File: config.mk
export PLATFORM = sky130hd
export DESIGN_NAME = uart8_transmitter
export DESIGN_NICKNAME = d
export VERILOG_FILES = /design/src/rtl/uart_pkg.sv /design/src/rtl/uart8_transmitter.sv
export SDC_FILE = /design/constraint.sdc
export NUM_CORES = 1
export LEC_CHECK = 0
export ABC_AREA = 1
export CAP_MARGIN = 15
export CORE_MARGIN = 2
export CORE_UTILIZATION = 40
export DETAILED_ROUTE_END_ITERATION = 8
export DONT_BUFFER_PORTS = 1
export GPL_ROUTABILITY_DRIVEN = 0
export GPL_TIMING_DRIVEN = 0
export SETUP_SLACK_MARGIN = 0.5
export SKIP_LAST_GASP = 1
export SYNTH_ARGS = -nofsm -noshare
export SYNTH_HDL_FRONTEND = slang
export SYNTH_SLANG_ARGS = --single-unit
File: constraint.sdc
create_clock -name clk -period 1.7 [get_ports clk]
set_input_delay 0.425 -clock clk [delete_from_list [all_inputs] [get_ports clk]]
set_output_delay 0.425 -clock clk [all_outputs]
set_load 0.005 [all_outputs]
File: src/rtl/uart_pkg.sv
// Shared definitions for the UART transmit path: FSM encoding, default frame
// width and the clock/baud figures that benches use to relate bit time to real time.
package uart_pkg;

  localparam int UART_DATA_BITS_DEF = 8;
  localparam int UART_CLK_FREQ_HZ   = 100_000_000;
  localparam int UART_BAUD_RATE     = 115_200;

  // The ST_ prefix keeps ST_DATA_BITS apart from the DATA_BITS width parameter.
  typedef enum logic [1:0] {
    ST_IDLE      = 2'd0,
    ST_START_BIT = 2'd1,
    ST_DATA_BITS = 2'd2,
    ST_STOP_BIT  = 2'd3
  } uart_tx_state_e;

endpackage

File: src/rtl/uart8_transmitter.sv
// 8N1 serial transmitter clocked at the baud rate: one clk cycle is one bit time.
// Every output is a flop, so the TX line never sees a combinational path from the inputs.
module uart8_transmitter
  import uart_pkg::*;
#(
  parameter int DATA_BITS = UART_DATA_BITS_DEF
) (
  input  logic                 clk,
  input  logic                 rstn,
  input  logic                 en,
  input  logic                 start,
  input  logic [DATA_BITS-1:0] in,
  output logic                 out,
  output logic                 done,
  output logic                 busy
);

  localparam int CNT_W = $clog2(DATA_BITS) + 1;

  uart_tx_state_e       state_q, state_d;
  logic [DATA_BITS-1:0] shreg_q, shreg_d;
  logic [CNT_W-1:0]     cnt_q, cnt_d;
  logic                 out_q, out_d;
  logic                 busy_q, busy_d;
  logic                 done_q, done_d;

  always_ff @(posedge clk or negedge rstn) begin
    if (!rstn) begin
      state_q <= ST_IDLE;
      shreg_q <= '0;
      cnt_q   <= '0;
      out_q   <= 1'b1;
      busy_q  <= 1'b0;
      done_q  <= 1'b0;
    end else begin
      state_q <= state_d;
      shreg_q <= shreg_d;
      cnt_q   <= cnt_d;
      out_q   <= out_d;
      busy_q  <= busy_d;
      done_q  <= done_d;
    end
  end

  // The outputs are computed for the state being entered, so the registered
  // values line up with that state's bit time.
  always_comb begin
    state_d = state_q;
    shreg_d = shreg_q;
    cnt_d   = cnt_q;
    out_d   = 1'b1;
    busy_d  = 1'b0;
    done_d  = 1'b0;
    if (!en) begin
      state_d = ST_IDLE;
      shreg_d = '0;
      cnt_d   = '0;
    end else begin
      unique case (state_q)
        ST_IDLE: begin
          if (start) begin
            state_d = ST_START_BIT;
            shreg_d = in;
            cnt_d   = '0;
            out_d   = 1'b0;
            busy_d  = 1'b1;
          end
        end
        ST_START_BIT: begin
          state_d = ST_DATA_BITS;
          out_d   = shreg_q[0];
          shreg_d = shreg_q >> 1;
          cnt_d   = cnt_q + 1'b1;
          busy_d  = 1'b1;
        end
        ST_DATA_BITS: begin
          busy_d = 1'b1;
          // cnt_q counts data bits already on the line.
          if (cnt_q == CNT_W'(DATA_BITS)) begin
            state_d = ST_STOP_BIT;
            out_d   = 1'b1;
          end else begin
            out_d   = shreg_q[0];
            shreg_d = shreg_q >> 1;
            cnt_d   = cnt_q + 1'b1;
          end
        end
        ST_STOP_BIT: begin
          state_d = ST_IDLE;
          done_d  = 1'b1;
        end
        default: state_d = ST_IDLE;
      endcase
    end
  end

  assign out  = out_q;
  assign busy = busy_q;
  assign done = done_q;

endmodule

# Word level (Yosys, flattened, before mapping)
# Cells that the tools add are included.
[op_classes] eq_ne=8 n_reduce_logical=4 n_mux=21 addsub=1
[ops] cell="two-way mux 8 bit" n=3
[ops] cell="case mux 8 bit (3 select lines)" n=1
[ops] cell="two-way mux 4 bit" n=3
[ops] cell="case mux 4 bit (3 select lines)" n=1
[ops] cell="inequality test 3 bit (second input constant)" n=3
[ops] cell="case mux 2 bit (4 select lines)" n=1
[ops] cell="two-way mux 1 bit" n=7
[ops] cell="two-way mux 2 bit" n=3
[ops] cell="adder 4 x 1 -> 4 bit (second input constant)" n=1
[ops] cell="equality test 2 bit (second input constant)" n=2
[ops] cell="equality test 4 bit (second input constant)" n=1
[ops] cell="inequality test 4 x 1 -> 1 bit (second input constant)" n=1
[ops] cell="case mux 1 bit (3 select lines)" n=1
[ops] cell="AND reduction 3 bit" n=1
[ops] cell="equality test 2 x 1 -> 1 bit (second input constant)" n=1
[ops] cell="zero test 2 bit" n=1
[ops] cell="case mux 1 bit (2 select lines)" n=1
[ops] cell="AND reduction 2 bit" n=1
[ops] cell="OR reduction 2 bit" n=1
[totals] out_inout_bits=3 elab_cells=40 reg_bits=17

# Longest topological paths before layout
[logic_depth] depth_word=4 ltp_mapped=10 ltp_nobuf=10

# Worst setup path before layout
# No wires, ideal clock.
[synth_path] path_type="register to register" startpoint="register state_q[0]" endpoint="register cnt_q[2]" t_arrival_ps=1278 setup_ps=117 synth_period_minus_slack_ps=1395 path_buffers=1 stages_incl_launch_ff=8 slack_ps=305 path_cell_list="dfrtp_1 > inv_1 > ha_1 > o21ai_0 > nand3_2 > buf_4 > nand3_1 > nand2_1"
[synth_via] elab_chain_cells=3 word_cells_on_any_way=9
[synth_rtl] item="start: declaration" line_no="uart8_transmitter.sv:20" source="uart_tx_state_e state_q, state_d;"
[synth_rtl] item="start signal: assignment" line_no="uart8_transmitter.sv:36" source="state_q <= state_d;"
[synth_rtl] item="equality test 2 bit (tied with other cells)" line_no="uart8_transmitter.sv:59" source="unique case (state_q)"
[synth_rtl] item="inequality test 4 x 1 -> 1 bit (no source line) (tied with other cells)"
[synth_rtl] item="AND reduction 3 bit (no source line) / two-way mux 4 bit (equally long branches)"
[synth_rtl] item="end signal: assignment" line_no="uart8_transmitter.sv:38" source="cnt_q <= cnt_d;"
[synth_rtl] item="end: declaration" line_no="uart8_transmitter.sv:22" source="logic [CNT_W-1:0] cnt_q, cnt_d;"
# Parallel ways exist; a longest one is shown, timed or not.
# A chain may end at the register's enable or synchronous reset.

# Worst setup path after layout
# Ends and elaborated chain as after synthesis.

==> flow_metrics.py <==
metrics = {
    "pwr": {
        "power_report.internal_total_w": 0.001106,
        "power_leakage_nw": 0.7140,
        "pwr_density_cell_nw_per_um2": 1494,
        "switching_share": 0.4326,
        "share_of_total_power_in_combinational_logic": 0.565,
        "net-switching-power_w": 0.0008432,
        "max-vdd-ir-drop_uv": 977.8,
        "seq_power_share": 0.319,
        "power.clock.fraction": 0.116,
    },
    "critical_path": {
        "critical_path.max_fanout": 4,
        "critical_path.endpoint_type": "register",
        "critical_path.most_common_cell": "sky130_fd_sc_hd__inv_4",
        "critical-path-top-delay-family": "flip-flops",
        "critPathBufInv": 3,
        "critPathMaxStageDelay_ns": 0.47,
        "cp_cell_sequence": "inv_4 > ha_4 > inv_4 > nor2_4 > nand2_4 > buf_4 > nand3_1 > nand2_1",
        "worstSetupPathType": "reg2reg",
        "worst-endpoint-arrival_ns": 1.60,
        "crit_required_ns": 1.90,
        "crit_slowest_cell": "sky130_fd_sc_hd__dfrtp_2",
        "setup.worst_path.start_class": "register",
    },
    "synth": {
        "combined_area_of_all_synthesized_cells_sq_um": 1050,
        "synth-warning-count": 0,
        "synthCells": 143,
        "synth.yosys.seq_area_share": 0.4064,
        "post-synth-top-area-cell": "sky130_fd_sc_hd__dfrtp_1",
        "avgSynthCellArea_sq_um": 7.341,
        "synthTopCellsByArea": "sky130_fd_sc_hd__dfrtp_1 38%, sky130_fd_sc_hd__nand2_1 18%, sky130_fd_sc_hd__nand3_1 13%",
        "syn-num-nets": 162,
        "ys_seq_elements": 17,
        "fraction_of_synthesized_cell_area_taken_by_the_top_area_cell_type": 0.3814,
        "number_of_unique_standard_cell_types_used_by_synthesis": 16,
    },
    "grt": {
        "grt_first_pass_wirelength_mm": 4.229,
        "grt_overflow": 0,
        "first_global_vias": 935,
        "grt_antenna_before_repair": 0,
        "grt_start_max_net_pins": 18,
        "grt.total_usage": 0.1750,
    },
    "clocking": {
        "ctsHtreeMaxLevel": 1,
        "cts_tree": "yes",
        "cts_sinks": 17,
        "clock_insertion_delay_worst_skew_ns": 0.30,
        "cts.clk_slew.worst_paths_ns": 0.11,
        "ctsLongestPathBuffers": 2,
        "cts_root_buf": "sky130_fd_sc_hd__clkbuf_4",
        "cts-buffers-inserted": 3,
    },
    "floorplan": {
        "die_width_um": 55.23,
        "ioPinCount": 15,
        "design.die.area_sq_um": 3050,
        "start_util": 0.4237,
        "floorplan.core_area_sq_um": 2477,
        "placement_rows": 18,
        "die_height_um": 55.23,
    },
    "cells_and_area": {
        "postLayoutCellArea_sq_um": 1305,
        "diodes": 0,
        "total_of_fill_cells_in_the_finished_design": 254,
        "syn_to_final_growth_pct": 24.31,
        "finalNetCount": 178,
        "layout-drive-gt1-share": 0.2722,
        "finalCoreUtilization": 0.5268,
    },
    "sta": {
        "min_period_over_period": 0.8191,
        "max_clock_skew_ns": 0.005148,
        "totalNegativeSetupSlack_ns": 0,
        "fin_worst_hold_slack_ns": 0.2647,
        "hold_violations": 0,
        "timing.final.ws_setup_ns": 0.3075,
        "slew_headroom": 0.4708,
        "final-max-slew-violation-count": 0,
        "setup-violations-final": 0,
        "maxClockFrequency_mhz": 718.1,
        "grt_setup_unrepaired": "true",
        "finalWorstPathRequiredPeriod_ns": 1.392,
        "max_slew.worst_pin.slew_ns": 0.7939,
    },
    "routing": {
        "avgViaCountPerCell": 4.936,
        "drt-pass1-iter-count": 4,
        "routed-via-count": 928,
        "wl_per_cell_um": 12.14,
        "postRouteWirelength_mm": 2.282,
        "drtIter0Drc": 14,
        "final_antenna_net_count": 0,
        "detail_route.drc_violations": 0,
    },
    "hold_path": {
        "timing.hold.worst.class": "in2async",
    },
    "outcome": {
        "run_status": "complete, no violations",
    },
    "placed_design": {
        "dp_hpwl_mm": 1.567,
        "numPortBuffers": 0,
        "pre_cts_slack_ns": 0.2864,
        "placed_instance_area_sq_um": 1134,
    },
    "run": {
        "cap_violations": 0,
    },
}
## sequential cells by signal, indices dropped and copies added, names as in the netlist
name and cells:
state_q 2, done 1, busy 1, cnt_q 4
out 1, shreg_q 8
## cells in the mapped netlist (all sizes together)
| master | n |
|---|---|
| nand2 | 52 |
| nand3 | 29 |
| inv | 17 |
| dfrtp | 16 |
| nor2 | 10 |
| ha | 7 |
| buf | 5 |
| o21ai | 3 |
| a21oi | 2 |
| dfstp | 1 |
| nor3 | 1 |
## kinds of logic after synthesis
family / synth area share
AOI/OAI and AO/OA: 0.02383
adders and majority gates: 0.08343
buffers and inverters: 0.1001
DFF: 0.4064
and+or+nand+nor: 0.3862
## worst paths after layout
kind,depth (start not counted),slack [ns],from,endpoint
worst max register to register,8,0.31,state_q[0],cnt_q[2]
min in group clk,2,0.34,start,busy
worst max-delay path,8,0.31,state_q[0],cnt_q[2]
worst min-delay path,1,0.26,rstn,cnt_q[3]
max in group asynchronous,1,0.89,rstn,state_q[1]
worst min register to register,2,0.49,shreg_q[5],shreg_q[5]
## through the flow
stage | total power [W] | std cells
final | 0.001949 | 188
after global routing | 0.002148 | 188
after CTS | 0.001914 | 186
after detailed placement | 0.001514 | 173
after global placement | 0.001493 | 173
after floorplan | 0.001334 | 143
## routing by layer
| layer | share of wire | vias up | global-route usage |
|---|---|---|---|
| met5 | 0 | - | 0 |
| met4 | 0.013 | 0 | 0.06969 |
| met3 | 0.038 | 5 | 0.03044 |
| met2 | 0.47 | 16 | 0.2670 |
| met1 | 0.48 | 428 | 0.2459 |
| li1 | - | 479 | - |
## repair_timing
item,4_1_cts,5_1_grt
endpoints found under the hold margin,17,0
gates resized for setup,11,8
buffers inserted,6,2
cloned,2,0
pin swaps,2,6
hold buffers,1,0
endpoints found under the setup margin,15,32
## cell type report
cell class                      count  area [sq um]  area share
Sequential cell                    17         429.2      0.3289
Buffer                              5         48.80     0.03739
Inverter                           17         73.82     0.05657
Clock buffer                        3         22.52     0.01726
Tap cell                           30         37.54     0.02876
Clock inverter                      1         5.005    0.003835
Timing Repair Buffer               11         91.34     0.06999
Multi-Input combinational cell    104         596.8      0.4573
## power groups by stage
| stage | Combinational, W | Sequential [W] | Clock (W) |
|---|---|---|---|
| after floorplan | 0.000730 | 0.000603 | 0 |
| after global placement | 0.000873 | 0.000620 | 0 |
| after detailed placement | 0.000889 | 0.000625 | 0 |
| after CTS | 0.00105 | 0.000621 | 0.000243 |
| after global routing | 0.00125 | 0.000638 | 0.000264 |
| final | 0.00110 | 0.000622 | 0.000226 |
## layout by cell type, fill, tap and decap left out
master / Yosys / routed
sky130_fd_sc_hd__nor2_4: 1 / 1
sky130_fd_sc_hd__o21ai_2: 0 / 1
sky130_fd_sc_hd__nor3_1: 1 / 1
sky130_fd_sc_hd__o21ai_1: 0 / 1
sky130_fd_sc_hd__nand3_1: 27 / 25
sky130_fd_sc_hd__nand2_2: 2 / 3
sky130_fd_sc_hd__nand2_1: 50 / 47
sky130_fd_sc_hd__dlymetal6s4s_1: 0 / 1
sky130_fd_sc_hd__nor2_1: 9 / 8
sky130_fd_sc_hd__ha_4: 0 / 3
sky130_fd_sc_hd__dfrtp_1: 16 / 14
sky130_fd_sc_hd__o21ai_0: 3 / 1
sky130_fd_sc_hd__a21oi_1: 2 / 2
sky130_fd_sc_hd__buf_4: 4 / 11
sky130_fd_sc_hd__nand3_4: 0 / 1
sky130_fd_sc_hd__ha_1: 7 / 4
sky130_fd_sc_hd__dfstp_2: 1 / 1
sky130_fd_sc_hd__nand3_2: 2 / 3
sky130_fd_sc_hd__clkbuf_4: 0 / 3
sky130_fd_sc_hd__clkinv_2: 0 / 1
sky130_fd_sc_hd__inv_2: 3 / 2
sky130_fd_sc_hd__inv_4: 0 / 4
sky130_fd_sc_hd__dfrtp_2: 0 / 2
sky130_fd_sc_hd__nor2_2: 0 / 1
sky130_fd_sc_hd__inv_1: 14 / 11
sky130_fd_sc_hd__buf_6: 1 / 4
sky130_fd_sc_hd__nand2_4: 0 / 2
Note: power is estimated with default switching activity, not from simulation.
